--- src/rtl/cfar_pkg.sv ---
// rtl/cfar_pkg.sv - shared CFAR detector constants and peak record type
package cfar_pkg;

  localparam int INPUT_WIDTH = 16;
  localparam int INDEX_WIDTH = 10;
  localparam int FRAME_BINS  = 512;

  typedef struct packed {
    logic [INDEX_WIDTH-1:0] index;
    logic [INPUT_WIDTH-1:0] value;
  } peak_rec_t;

endpackage

--- src/rtl/sync_fifo.sv ---
// rtl/sync_fifo.sv - first-word-fall-through synchronous FIFO with occupancy count
module sync_fifo #(
  parameter int WIDTH = 26,
  parameter int DEPTH = 16
) (
  input  logic                     i_clk,
  input  logic                     i_reset,
  input  logic                     i_push,
  input  logic                     i_pop,
  input  logic [WIDTH-1:0]         i_data,
  output logic [WIDTH-1:0]         o_data,
  output logic                     o_full,
  output logic                     o_empty,
  output logic [$clog2(DEPTH):0]   o_level
);

  localparam int AW = $clog2(DEPTH);

  logic [WIDTH-1:0] r_mem [DEPTH];
  logic [AW:0]      r_wr_ptr;
  logic [AW:0]      r_rd_ptr;
  logic [AW:0]      r_level;
  logic             w_do_push;
  logic             w_do_pop;

  // Extra pointer MSB separates full (laps differ) from empty (identical pointers).
  assign o_full  = (r_wr_ptr[AW] != r_rd_ptr[AW]) && (r_wr_ptr[AW-1:0] == r_rd_ptr[AW-1:0]);
  assign o_empty = (r_wr_ptr == r_rd_ptr);
  assign o_level = r_level;
  assign o_data  = r_mem[r_rd_ptr[AW-1:0]];

  // A pop in the same cycle frees the slot, so a push into a full FIFO is legal then.
  assign w_do_pop  = i_pop & ~o_empty;
  assign w_do_push = i_push & (~o_full | w_do_pop);

  // Storage is intentionally not reset; only the pointers define valid contents.
  always_ff @(posedge i_clk) begin
    if (w_do_push) begin
      r_mem[r_wr_ptr[AW-1:0]] <= i_data;
    end
  end

  // Pointer and occupancy bookkeeping.
  always_ff @(posedge i_clk) begin
    if (i_reset) begin
      r_wr_ptr <= '0;
      r_rd_ptr <= '0;
      r_level  <= '0;
    end else begin
      if (w_do_push) r_wr_ptr <= r_wr_ptr + (AW+1)'(1);
      if (w_do_pop)  r_rd_ptr <= r_rd_ptr + (AW+1)'(1);
      case ({w_do_push, w_do_pop})
        2'b10:   r_level <= r_level + (AW+1)'(1);
        2'b01:   r_level <= r_level - (AW+1)'(1);
        default: r_level <= r_level;
      endcase
    end
  end

endmodule

--- src/rtl/cfar_peak_fifo.sv ---
// rtl/cfar_peak_fifo.sv - peak report buffer with per-frame budget and drop accounting
module cfar_peak_fifo #(
  parameter int INPUT_WIDTH = cfar_pkg::INPUT_WIDTH,
  parameter int INDEX_WIDTH = cfar_pkg::INDEX_WIDTH,
  parameter int DEPTH       = 16,
  parameter int MAX_PEAKS   = 32
) (
  input  logic                     i_clk,
  input  logic                     i_reset,
  input  logic                     i_frame_start,
  input  logic                     i_max_valid,
  input  logic [INDEX_WIDTH-1:0]   i_index_out,
  input  logic [INPUT_WIDTH-1:0]   i_max_value,
  output logic                     o_m_valid,
  input  logic                     i_m_ready,
  output logic [INDEX_WIDTH-1:0]   o_m_index,
  output logic [INPUT_WIDTH-1:0]   o_m_value,
  output logic [$clog2(DEPTH):0]   o_level,
  output logic [INDEX_WIDTH:0]     o_peak_count,
  output logic                     o_overflow,
  output logic                     o_limit_hit,
  output logic [7:0]               o_drop_count
);

  import cfar_pkg::*;

  localparam int                 REC_W  = INDEX_WIDTH + INPUT_WIDTH;
  localparam logic [INDEX_WIDTH:0] MAX_PK = (INDEX_WIDTH+1)'(MAX_PEAKS);

  logic                   w_full;
  logic                   w_empty;
  logic [REC_W-1:0]       w_head;
  logic                   w_pop;
  logic                   w_push;
  logic                   w_drop;
  logic                   w_budget_ok;
  logic [INDEX_WIDTH:0]   w_peak_base;
  logic [7:0]             w_drop_base;
  logic                   w_ovf_base;
  logic                   w_lim_base;

  logic [INDEX_WIDTH:0]   r_peak_count;
  logic [7:0]             r_drop_count;
  logic                   r_overflow;
  logic                   r_limit_hit;

  // frame_start clears first, so a coincident report is judged against the new frame.
  assign w_peak_base = i_frame_start ? '0   : r_peak_count;
  assign w_drop_base = i_frame_start ? 8'd0 : r_drop_count;
  assign w_ovf_base  = i_frame_start ? 1'b0 : r_overflow;
  assign w_lim_base  = i_frame_start ? 1'b0 : r_limit_hit;

  assign w_budget_ok = (w_peak_base < MAX_PK);
  assign w_pop       = ~w_empty & i_m_ready;
  assign w_push      = i_max_valid & w_budget_ok & (~w_full | w_pop);
  assign w_drop      = i_max_valid & ~w_push;

  sync_fifo #(
    .WIDTH (REC_W),
    .DEPTH (DEPTH)
  ) u_fifo (
    .i_clk   (i_clk),
    .i_reset (i_reset),
    .i_push  (w_push),
    .i_pop   (w_pop),
    .i_data  ({i_index_out, i_max_value}),
    .o_data  (w_head),
    .o_full  (w_full),
    .o_empty (w_empty),
    .o_level (o_level)
  );

  assign o_m_valid    = ~w_empty;
  assign o_m_index    = w_head[REC_W-1:INPUT_WIDTH];
  assign o_m_value    = w_head[INPUT_WIDTH-1:0];
  assign o_peak_count = r_peak_count;
  assign o_drop_count = r_drop_count;
  assign o_overflow   = r_overflow;
  assign o_limit_hit  = r_limit_hit;

  // Per-frame counters and sticky loss flags; the budget outranks fullness as drop cause.
  always_ff @(posedge i_clk) begin
    if (i_reset) begin
      r_peak_count <= '0;
      r_drop_count <= '0;
      r_overflow   <= 1'b0;
      r_limit_hit  <= 1'b0;
    end else begin
      r_peak_count <= w_push ? w_peak_base + (INDEX_WIDTH+1)'(1) : w_peak_base;
      r_drop_count <= (w_drop && w_drop_base != 8'hFF) ? w_drop_base + 8'd1 : w_drop_base;
      r_limit_hit  <= w_lim_base | (w_drop & ~w_budget_ok);
      r_overflow   <= w_ovf_base | (w_drop & w_budget_ok);
    end
  end

endmodule
--- config.mk ---
export PLATFORM = sky130hd
export DESIGN_NAME = cfar_peak_fifo
export DESIGN_NICKNAME = d
export VERILOG_FILES = /design/src/rtl/cfar_pkg.sv /design/src/rtl/sync_fifo.sv /design/src/rtl/cfar_peak_fifo.sv
export SDC_FILE = /design/constraint.sdc
export NUM_CORES = 1
export LEC_CHECK = 0
export BUFFER_PORTS_ARGS = -buffer_cell sky130_fd_sc_hd__clkbuf_2
export CAP_MARGIN = 5
export CORE_UTILIZATION = 35
export CTS_BUF_LIST = sky130_fd_sc_hd__clkbuf_8
export CTS_CLUSTER_SIZE = 30
export DETAILED_ROUTE_END_ITERATION = 12
export GPL_TIMING_DRIVEN = 0
export PLACE_DENSITY = 0.49
export REMOVE_ABC_BUFFERS = 1
export SKIP_CTS_REPAIR_TIMING = 1
export SYNTH_ARGS = -nofsm -noshare
export SYNTH_HDL_FRONTEND = slang
export SYNTH_HIERARCHICAL = 1
export SYNTH_SLANG_ARGS = --single-unit
--- constraint.sdc ---
create_clock -name i_clk -period 6.33 [get_ports i_clk]
set_clock_uncertainty 0.05 [all_clocks]
set_input_delay 0.3165 -clock i_clk [delete_from_list [all_inputs] [get_ports i_clk]]
set_output_delay 0.3165 -clock i_clk [all_outputs]
set_load 0.02 [all_outputs]
After elaboration in Yosys (flattened, before gate mapping)
Memory sizes are Yosys's and may differ from the RTL's. A register that Yosys moved wholly into a read port is not among the register bits.
Cells that the tools add are included.
{ "word_totals": {"ramBits": 416, "register_bits": 36, "out_inout_bits": 53, "inputBits": 31, "wordCells": 51, "mem_count": 1, "latch_bits": 0, "romBits": 0} }
{ "memory_table": {"columns": ["name", "words", "word_bits", "rd", "rd_clocked_by_memory_dff", "write_ports", "line", "text"], "rows": [
  ["u_fifo.r_mem", 16, 26, 1, 1, 1, "sync_fifo.sv:19", "logic [WIDTH-1:0] r_mem [DEPTH];"]
]} }
{ "classes": {"addsub": 6, "order_cmp": 1, "n_mux": 11, "reduce_logical": 3, "eq_ne": 6, "n_bitwise": 16, "multipliers": 0, "n_div": 0, "shift": 0} }
{ "op_table": {"columns": ["operator", "count"], "rows": [
  ["$mux W11", 2],
  ["$mux W8", 2],
  ["$add A5 B1 Y5 const B", 3],
  ["$add A11 B1 Y11 const B", 1],
  ["$lt A11 B6 Y1 const B", 1],
  ["$pmux W5 S2", 1],
  ["$add A8 B1 Y8 const B", 1],
  ["$and A1 B1 Y1", 8],
  ["$mux W4", 2],
  ["$ne A8 B8 Y1 const B", 1],
  ["$eq A5 B5 Y1", 1],
  ["$sub A5 B1 Y5 const B", 1],
  ["$eq A4 B4 Y1", 1],
  ["$mux W1", 4],
  ["$not A1 Y1", 4],
  ["$or A1 B1 Y1", 4],
  ["$eq A2 B1 Y1 const B", 1],
  ["$eq A2 B2 Y1 const B", 1],
  ["$logic_and A1 B1 Y1", 2],
  ["$reduce_bool A2 Y1", 1],
  ["$ne A1 B1 Y1", 1]
]} }

Depth between registers and ports, before layout
Gate-level depths: netlist (run 1).
{ "logic_depth": {"word_depth": 9, "depth_mapped": 16, "depth_no_buf": 14} }

Cells and area by module
The synthesis (run 1) kept the hierarchy.
{ "modules_own_cells": {"columns": ["mod", "n_inst", "area_each_um2", "seq_area_each_um2", "cells_each"], "rows": [
  ["sync_fifo", 1, 16723.5, 12872.3, 704],
  ["cfar_peak_fifo", 1, 1047.3, 420.4, 116]
]} }

Worst setup path before layout (run 1)
No wires, ideal clock.
{ "synth_timing": {"path_type": "reg-to-reg", "from": "reg u_fifo.r_wr_ptr[3]", "to": "mem u_fifo.r_mem[0][0], enable pin", "setup_slack_ns": 1.747, "synth_period_minus_slack_ns": 4.583, "t_arrival_ns": 4.092, "stages_incl_launch_ff": 13, "t_required_ns": 5.838, "cell_sequence": "dfxtp_1 buf_4 xnor2_1 nand4_1 nor2_1 nor2b_1 nor2_1 clkbuf_1 nor2_1 inv_1 a21oi_2 nand2_1 nor3_1"} }
{ "synth_between": {"elab_chain_cells": 8, "word_cells_on_any_way": 13} }
{ "synth_rtl": {"columns": ["item", "line", "text"], "rows": [
  ["start: declaration", "sync_fifo.sv:20", "logic [AW:0] r_wr_ptr;"],
  ["start signal: assignment", "sync_fifo.sv:50", "if (w_do_push) r_wr_ptr <= r_wr_ptr + (AW+1)'(1);"],
  ["$eq A5 B5 Y1", "sync_fifo.sv:28", "assign o_empty = (r_wr_ptr == r_rd_ptr);"],
  ["via w_empty", "cfar_peak_fifo.sv:31", "logic w_empty;"],
  ["$not A1 Y1", "cfar_peak_fifo.sv:54", "assign w_pop = ~w_empty & i_m_ready;"],
  ["$and A1 B1 Y1", "cfar_peak_fifo.sv:54", null],
  ["via w_pop", "cfar_peak_fifo.sv:33", "logic w_pop;"],
  ["$or A1 B1 Y1", "cfar_peak_fifo.sv:55", "assign w_push = i_max_valid & w_budget_ok & (~w_full | w_pop);"],
  ["$and A1 B1 Y1", "cfar_peak_fifo.sv:55", null],
  ["via w_push", "cfar_peak_fifo.sv:34", "logic w_push;"],
  ["$and A1 B1 Y1", "sync_fifo.sv:34", "assign w_do_push = i_push & (~o_full | w_do_pop);"],
  ["$mux W1", "sync_fifo.sv:38", "if (w_do_push) begin"],
  ["$mux W1 (not written as such)", "sync_fifo.sv:39", "r_mem[r_wr_ptr[AW-1:0]] <= i_data;"],
  ["end: declaration", "sync_fifo.sv:19", null]
]} }
The timed path passes the listed nets, and every way through them passes these cells.

Final worst setup path (run 1)
{ "layout_timing": {"from": "reg u_fifo.r_wr_ptr[3]", "to": "mem u_fifo.r_mem[1][24], enable pin"} }
The elaborated chain is that of the path after synthesis.

==> metrics.cfg, run 1 <==
[setup_path]
crit_arrival_ns = 5.20
crit_buf_inv = 4
timing_worst_setup_path_type = reg2reg
worstRegToRegCells = 13
critPathTopFamily = simple AND/OR/NAND/NOR gates
worst_setup_path_end_kind = flip-flop
cp-start-kind = flip-flop
max_stage_delay_ns = 0.74
crit-reg2reg-capture = u_fifo/r_mem[1][24]$_DFFE_PP_
critPathMostFrequentCell = nor2_1
critPathSlowestCell = nor3_2
critPathMaxFanout = 12
path_cells = xnor2_1 -> nand4_1 -> nor2_1 -> nor2b_1 -> nor2_1 -> nor2_1 -> inv_1 -> a21oi_2 -> nand2_1 -> nor3_2 -> buf_6 -> buf_8 -> buf_6
cp_data_required_time_ns = 6.61
regToRegStartpoint = u_fifo/r_wr_ptr[3]$_SDFFE_PP0P_
regToRegSetupSlack_ns = 1.41

[yosys]
synth.cell_area_um2 = 17800
count_of_flip_flops_with_a_built_in_enable_after_synthesis = 416
number_of_distinct_library_cells_after_synthesis = 56
synth_compound_area_share_pct = 1.87
synth_seq_area_share_pct = 74.8
yosys-mux-area-fraction_pct = 17.1
synth_async_sr_flop_share_pct = 0
synth_fa_ha_area_share_pct = 0.817
synth_seq_cells = 456
synthXorXnorAreaFrac_pct = 0.789
synthFlopType = edfxtp_1
yosys_warnings = 6
main_combinational_cell_family_by_area_after_synthesis = multiplexers
post_synth_inst_count = 820
synth_area_per_cell_um2 = 21.7
yosys.area_share.simple_pct = 3.11

[status]
run_status = completed

[clocking]
clock_tree.buffer_depth = 3
cts-buffers-inserted = 77
cts_root_buf = clkbuf_8
worst_setup_hold_path_clk_slew_ns = 0.06
tritoncts = yes
cts_sinks = 456
cts_htree_levels = 3
clock_insertion_delay_worst_skew_ns = 0.62

[final_layout]
num-fill-cells = 4452
postLayoutCellArea_um2 = 20900
mostFrequentLayoutCell = edfxtp_1
layout.nets = 1018
drive_gt1_share_pct = 35.8
most-common-layout-cells = edfxtp_1 (416), mux4_2 (130), clkbuf_2 (83), clkbuf_8 (77), dfxtp_1 (36)
final_standard_cell_utilization_of_the_core_pct = 41.6
syn_to_final_growth_pct = 17.5

[power]
cellPowerDensity_nw_per_um2 = 297
cell_internal_pwr_uw = 4760
power.share.switching_pct = 23.2
power.share.combinational_pct = 7.0
worst_ir_drop_vdd_mv = 0.118
leakagePower_uw = 0.00665
p_seq_share_pct = 54.4
p_sw_uw = 1430
clkPwrFrac_pct = 38.6

[routing]
routed_wire_length_per_instance_um = 23.3
via_count = 8503
drt_iter0_markers = 478
route.final.wire_length_um = 39900
drt_pre_antenna_iters = 5
antenna_left = 0
drc = 0
post_drt_via_cell_ratio = 4.98

[sta]
post_route_clock_period_utilization_pct = 77.7
drv_slew = 0
fmax_mhz = 203
slew_worst_pin_ns = 0.962
rsz_0062_raised_after_global_routing = false
min_tclk_post_route_ns = 4.92
setup_ws_ns = 1.41
setup-violations-final = 0
relSlewSlack_pct = 35.2
finalHoldViolations = 0

[min_path]
hold_path_depth = 1
min-delay-path-class = in2reg
hold_end = u_fifo/r_mem[4][12]$_DFFE_PP_
timing.hold.worst.start = i_max_value[12]

[placement]
io_buffers = 83
place_congestion = 0.712
pre_cts_ws_ns = 1.34
placed_wire_length_estimate_um = 23200
dpl_cell_area_um2 = 19500

[floorplan]
die_span_x_um = 227
die-area_um2 = 51700
placeableCoreArea_um2 = 50200
floorplan.io_pins = 84
fp-row-count = 82
chipHeight_um = 227
floorplan.initialDensity_pct = 35.4

[global_route]
grt_antenna_before_repair = 1
grt_pass1_wl_um = 58800
grt_start_max_net_pins = 56
first_global_vias = 8952
total_gr_overflow = 0
global_route.usage.total_pct = 16.0

[flow_run]
max-cap-violations = 0

[area by class of cell]
| class | instances | area (µm²) | area share (%) |
|---|---|---|---|
| Timing Repair Buffer | 118 | 990 | 4.74 |
| Antenna cell | 2 | 5.00 | 0.0240 |
| Tap cell | 672 | 841 | 4.03 |
| Clock inverter | 60 | 320 | 1.53 |
| Multi-Input combinational cell | 316 | 4330 | 20.7 |
| Clock buffer | 77 | 1060 | 5.08 |
| Inverter | 7 | 26.3 | 0.126 |
| Sequential cell | 456 | 13300 | 63.7 |
[metal layers]
metal	vias to the layer above	track usage, %	part of all wire, %
li1	3773	-	-
met1	4431	21.3	44
met2	221	25.8	49
met3	78	3.74	5.5
met4	0	4.98	2.3
met5	-	0	0
[metrics by stage]
| stage | hold WS [ns] | cells | total power, µW | TNS, ns |
|---|---|---|---|---|
| 4_1_cts | -0.0942 | 1705 | 6290 | 0 |
| 3_3_place_gp | 0.425 | 1534 | 3890 | -260.22 |
| 2_1_floorplan | 0.336 | 779 | 3720 | 0 |
| 3_5_place_dp | 0.428 | 1568 | 3880 | 0 |
| 6_report | 0.0358 | 1708 | 6190 | 0 |
| 5_1_grt | 0.0200 | 1706 | 6450 | 0 |
[kinds of logic after synthesis]
group / after synthesis
mux: 140
xor+xnor: 16
fa+ha+maj: 11
flops: 456
compound gates: 49
buf+inv: 48
simple gates: 100
[how the worst max path moves through the flow]
stage	from	endpoint	slack (ns)	cells after the start
global placement	flip-flop	o_m_index[3]	-1.96	3
CTS	u_fifo/r_wr_ptr[2]$_SDFFE_PP0P_	u_fifo/r_mem[1][24]$_DFFE_PP_	1.34	13
floorplan	flip-flop	o_m_index[0]	0.43	2
finish	u_fifo/r_wr_ptr[3]$_SDFFE_PP0P_	u_fifo/r_mem[1][24]$_DFFE_PP_	1.41	13
detailed placement	u_fifo/r_wr_ptr[2]$_SDFFE_PP0P_	u_fifo/r_mem[1][22]$_DFFE_PP_	1.34	13
global route	u_fifo/r_wr_ptr[2]$_SDFFE_PP0P_	u_fifo/r_mem[1][24]$_DFFE_PP_	0.96	13
[power by group through the flow]
stage                     Sequential [µW]  Combinational, µW  Clock (µW)
after floorplan                      3450                270           0
after global placement               3470                422           0
after detailed placement             3430                446           0
after CTS                            3370                448        2480
after global routing                 3370                473        2610
final                                3360                436        2390
[synthesized netlist by cell type, types with 5 or more instances]
master	n	share of area, %
nor3b_1	5	0.21
nand2_1	7	0.15
buf_2	13	0.37
edfxtp_1	416	70
or4_1	6	0.25
a21oi_1	17	0.48
mux4_2	130	16
inv_1	7	0.15
clkbuf_1	14	0.30
nand2b_1	5	0.18
o21ai_0	8	0.23
xor2_1	5	0.25
nor2b_1	6	0.21
nor2_1	32	0.68
dfxtp_1	40	4.5
ha_1	10	0.70
nand3_1	8	0.23
xnor2_1	11	0.54
buf_1	5	0.11
and2_1	6	0.21
nand4_1	5	0.18
o31ai_1	6	0.25
buf_6	8	0.51
nor3_1	7	0.20
[flip-flops by register name, summed over array words and instances (netlist names), named ones only]
signal	flops
u_fifo/r_wr_ptr	5
o_drop_count	8
u_fifo/o_level	5
o_overflow	1
u_fifo/r_rd_ptr	5
o_peak_count	11
u_fifo/r_mem	416
o_limit_hit	1
[worst reg2reg max path: stages (launching register included)]
cell and delay, ns:
dfxtp_1 0.61, xnor2_1 0.15, nand4_1 0.28, nor2_1 0.11
nor2b_1 0.63, nor2_1 0.36, nor2_1 0.34, inv_1 0.19
a21oi_2 0.28, nand2_1 0.27, nor3_2 0.74, buf_6 0.27
buf_8 0.17, buf_6 0.18
No activity file was read; power rests on OpenSTA's default activity.
==> inputs of run 2 (changes only) <==
==> constraint.sdc (replaced) <==
create_clock -name i_clk -period 4.9 [get_ports i_clk]
set_clock_uncertainty 0.05 [all_clocks]
set_input_delay 0.245 -clock i_clk [delete_from_list [all_inputs] [get_ports i_clk]]
set_output_delay 0.245 -clock i_clk [all_outputs]
set_load 0.02 [all_outputs]
==> metrics.cfg, run 2 (same netlist as run 1, synthesis figures left out) <==
[status]
run_status = completed

[clocking]
clock_tree.buffer_depth = 3  ; unchanged
cts-buffers-inserted = 77  ; unchanged
worst_setup_hold_path_clk_slew_ns = 0.06  ; about the same
tritoncts = yes
cts_htree_levels = 3  ; unchanged
cts_root_buf = clkbuf_8
clock_insertion_delay_worst_skew_ns = 0.63  ; about the same
cts_sinks = 456  ; unchanged

[routing]
route.final.wire_length_um = 39900  ; about the same
routed_wire_length_per_instance_um = 23.0  ; -1.4%
drt_iter0_markers = 485  ; +1.5%
post_drt_via_cell_ratio = 4.97  ; -0.19%
drc = 0  ; unchanged
via_count = 8611  ; +1.3%
antenna_left = 0  ; unchanged
drt_pre_antenna_iters = 5  ; unchanged

[global_route]
grt_pass1_wl_um = 58800  ; unchanged
first_global_vias = 8952  ; unchanged
grt_antenna_before_repair = 1  ; unchanged
grt_start_max_net_pins = 56  ; unchanged
total_gr_overflow = 0  ; unchanged
global_route.usage.total_pct = 16.0  ; unchanged

[placement]
placed_wire_length_estimate_um = 23200  ; unchanged
dpl.cell_count = 1568  ; unchanged
dpl_cell_area_um2 = 19500  ; unchanged
place_congestion = 0.712  ; unchanged
io_buffers = 83  ; unchanged

[setup_path]
path_cells = xnor2_1 -> nand4_1 -> nor2_1 -> nor2b_2 -> nor2_1 -> nor2_1 -> inv_1 -> a21oi_2 -> nand2_1 -> nor3_4 -> buf_6 -> buf_8 -> buf_6
cp-start-kind = flip-flop
timing_worst_setup_path_type = reg2reg
cp_data_required_time_ns = 5.18  ; -1.43 ns
critPathMostFrequentCell = nor2_1
worst_setup_path_end_kind = flip-flop
regToRegSetupSlack_ns = 0.47  ; -0.94 ns
critPathMaxFanout = 12  ; unchanged
cp_num_cells = 13  ; unchanged
max_stage_delay_ns = 0.66  ; -0.08 ns
regToRegStartpoint = u_fifo/r_wr_ptr[3]$_SDFFE_PP0P_
worstRegToRegCells = 13  ; unchanged
crit_arrival_ns = 4.72  ; -0.48 ns
crit_buf_inv = 4  ; unchanged
critPathTopFamily = simple AND/OR/NAND/NOR gates
critPathSlowestCell = dfxtp_1
crit-reg2reg-capture = u_fifo/r_mem[1][24]$_DFFE_PP_

[min_path]
hold_path_depth = 4  ; +3
timing.hold.worst.start = i_frame_start
hold_end = o_peak_count[3]$_SDFF_PP0_
min-delay-path-class = in2reg

[final_layout]
sequential_cell_area_um2 = 13300  ; unchanged
multi_input_comb_area_um2 = 4340  ; +0.20%
final_standard_cell_utilization_of_the_core_pct = 42.1  ; +0.53 points
mostFrequentLayoutCell = edfxtp_1
largest_register_ff_count = 416  ; unchanged
syn_to_final_growth_pct = 19.0
postLayoutCellArea_um2 = 21100  ; +1.3%
drive_gt1_share_pct = 35.0  ; -0.78 points
layout.nets = 1044  ; +2.6%
most-common-layout-cells = edfxtp_1 (416), mux4_2 (130), clkbuf_2 (83), clkbuf_8 (77), dfxtp_1 (36)
instances_no_fill = 1733  ; +1.5%
num-fill-cells = 4436  ; -0.36%

[sta]
post_route_clock_period_utilization_pct = 90.5  ; +13 points
min_tclk_post_route_ns = 4.43  ; -0.486 ns
slew_worst_pin_ns = 1.03  ; +0.0675 ns
finalHoldViolations = 0  ; unchanged
fmax_mhz = 226  ; +11%
relSlewSlack_pct = 30.7  ; -4.5 points
setup-violations-final = 0  ; unchanged
rsz_0062_raised_after_global_routing = false
drv_slew = 0  ; unchanged
tns_ns = 0  ; unchanged

[floorplan]
die_span_x_um = 227  ; unchanged
die-area_um2 = 51700  ; unchanged
floorplan.initialDensity_pct = 35.4  ; unchanged
placeableCoreArea_um2 = 50200  ; unchanged
floorplan.io_pins = 84  ; unchanged
fp-row-count = 82  ; unchanged
chipHeight_um = 227  ; unchanged

[power]
worst_ir_drop_vdd_mv = 0.152  ; +29%
design_power_total_uw = 8020  ; +30%
leakagePower_uw = 0.00676  ; +1.6%
cellPowerDensity_nw_per_um2 = 379  ; +28%

[flow_run]
max-cap-violations = 0  ; unchanged

run 2: changes by cell type in the layout (fill, tap and decap cells not counted), sizes merged:
cell	previous run	this run
diode	2	1
dlygate4sd3	1	27
run 2: worst max path at each step:
stage	start	endpoint	slack, ns
floorplan	flip-flop	o_m_index[0]	-0.93
global placement	u_fifo/r_wr_ptr[3]$_SDFFE_PP0P_	u_fifo/r_mem[1][22]$_DFFE_PP_	-3.36
detailed placement	u_fifo/r_wr_ptr[2]$_SDFFE_PP0P_	u_fifo/r_mem[1][22]$_DFFE_PP_	-0.09
CTS	u_fifo/r_wr_ptr[2]$_SDFFE_PP0P_	u_fifo/r_mem[1][24]$_DFFE_PP_	-0.09
global route	u_fifo/r_wr_ptr[2]$_SDFFE_PP0P_	u_fifo/r_mem[1][24]$_DFFE_PP_	0.06
finish	u_fifo/r_wr_ptr[3]$_SDFFE_PP0P_	u_fifo/r_mem[1][24]$_DFFE_PP_	0.47
run 2: layer usage:
metal,track usage [%],share of wire [%]
met5,0,0
met4,4.98,2.2
met3,3.74,4.4
met2,25.8,49
met1,21.3,44
run 2: metrics by stage:
stage,hold slack (ns),setup slack [ns]
after floorplan,0.264,-0.926
after global placement,0.425,-3.36
after detailed placement,0.428,-0.0860
after CTS,-0.166,-0.0943
after global routing,0.184,0.0627
final,0.169,0.466
run 2: layout make-up:
cell class                 count  share of cell area, %
sequential                   456                   62.9
clock inverter                60                   1.52
tap                          672                   3.98
clock buffer                  77                   5.01
multi-input combinational    316                   20.5
antenna                        1                 0.0118
timing repair buffer         144                   5.91
inverter                       7                  0.124
run 2: tightest hold or removal path, cell delays in order:
cell and delay, ns:
clkbuf_2 0.32, nor2b_1 0.10, o31ai_1 0.06, a21oi_1 0.06
run 2: power breakdown:
group | internal (µW) | total [µW] | switching, µW
clock network | 1580 | 3090 | 1510
registers | 4300 | 4350 | 46.2
logic | 276 | 581 | 305
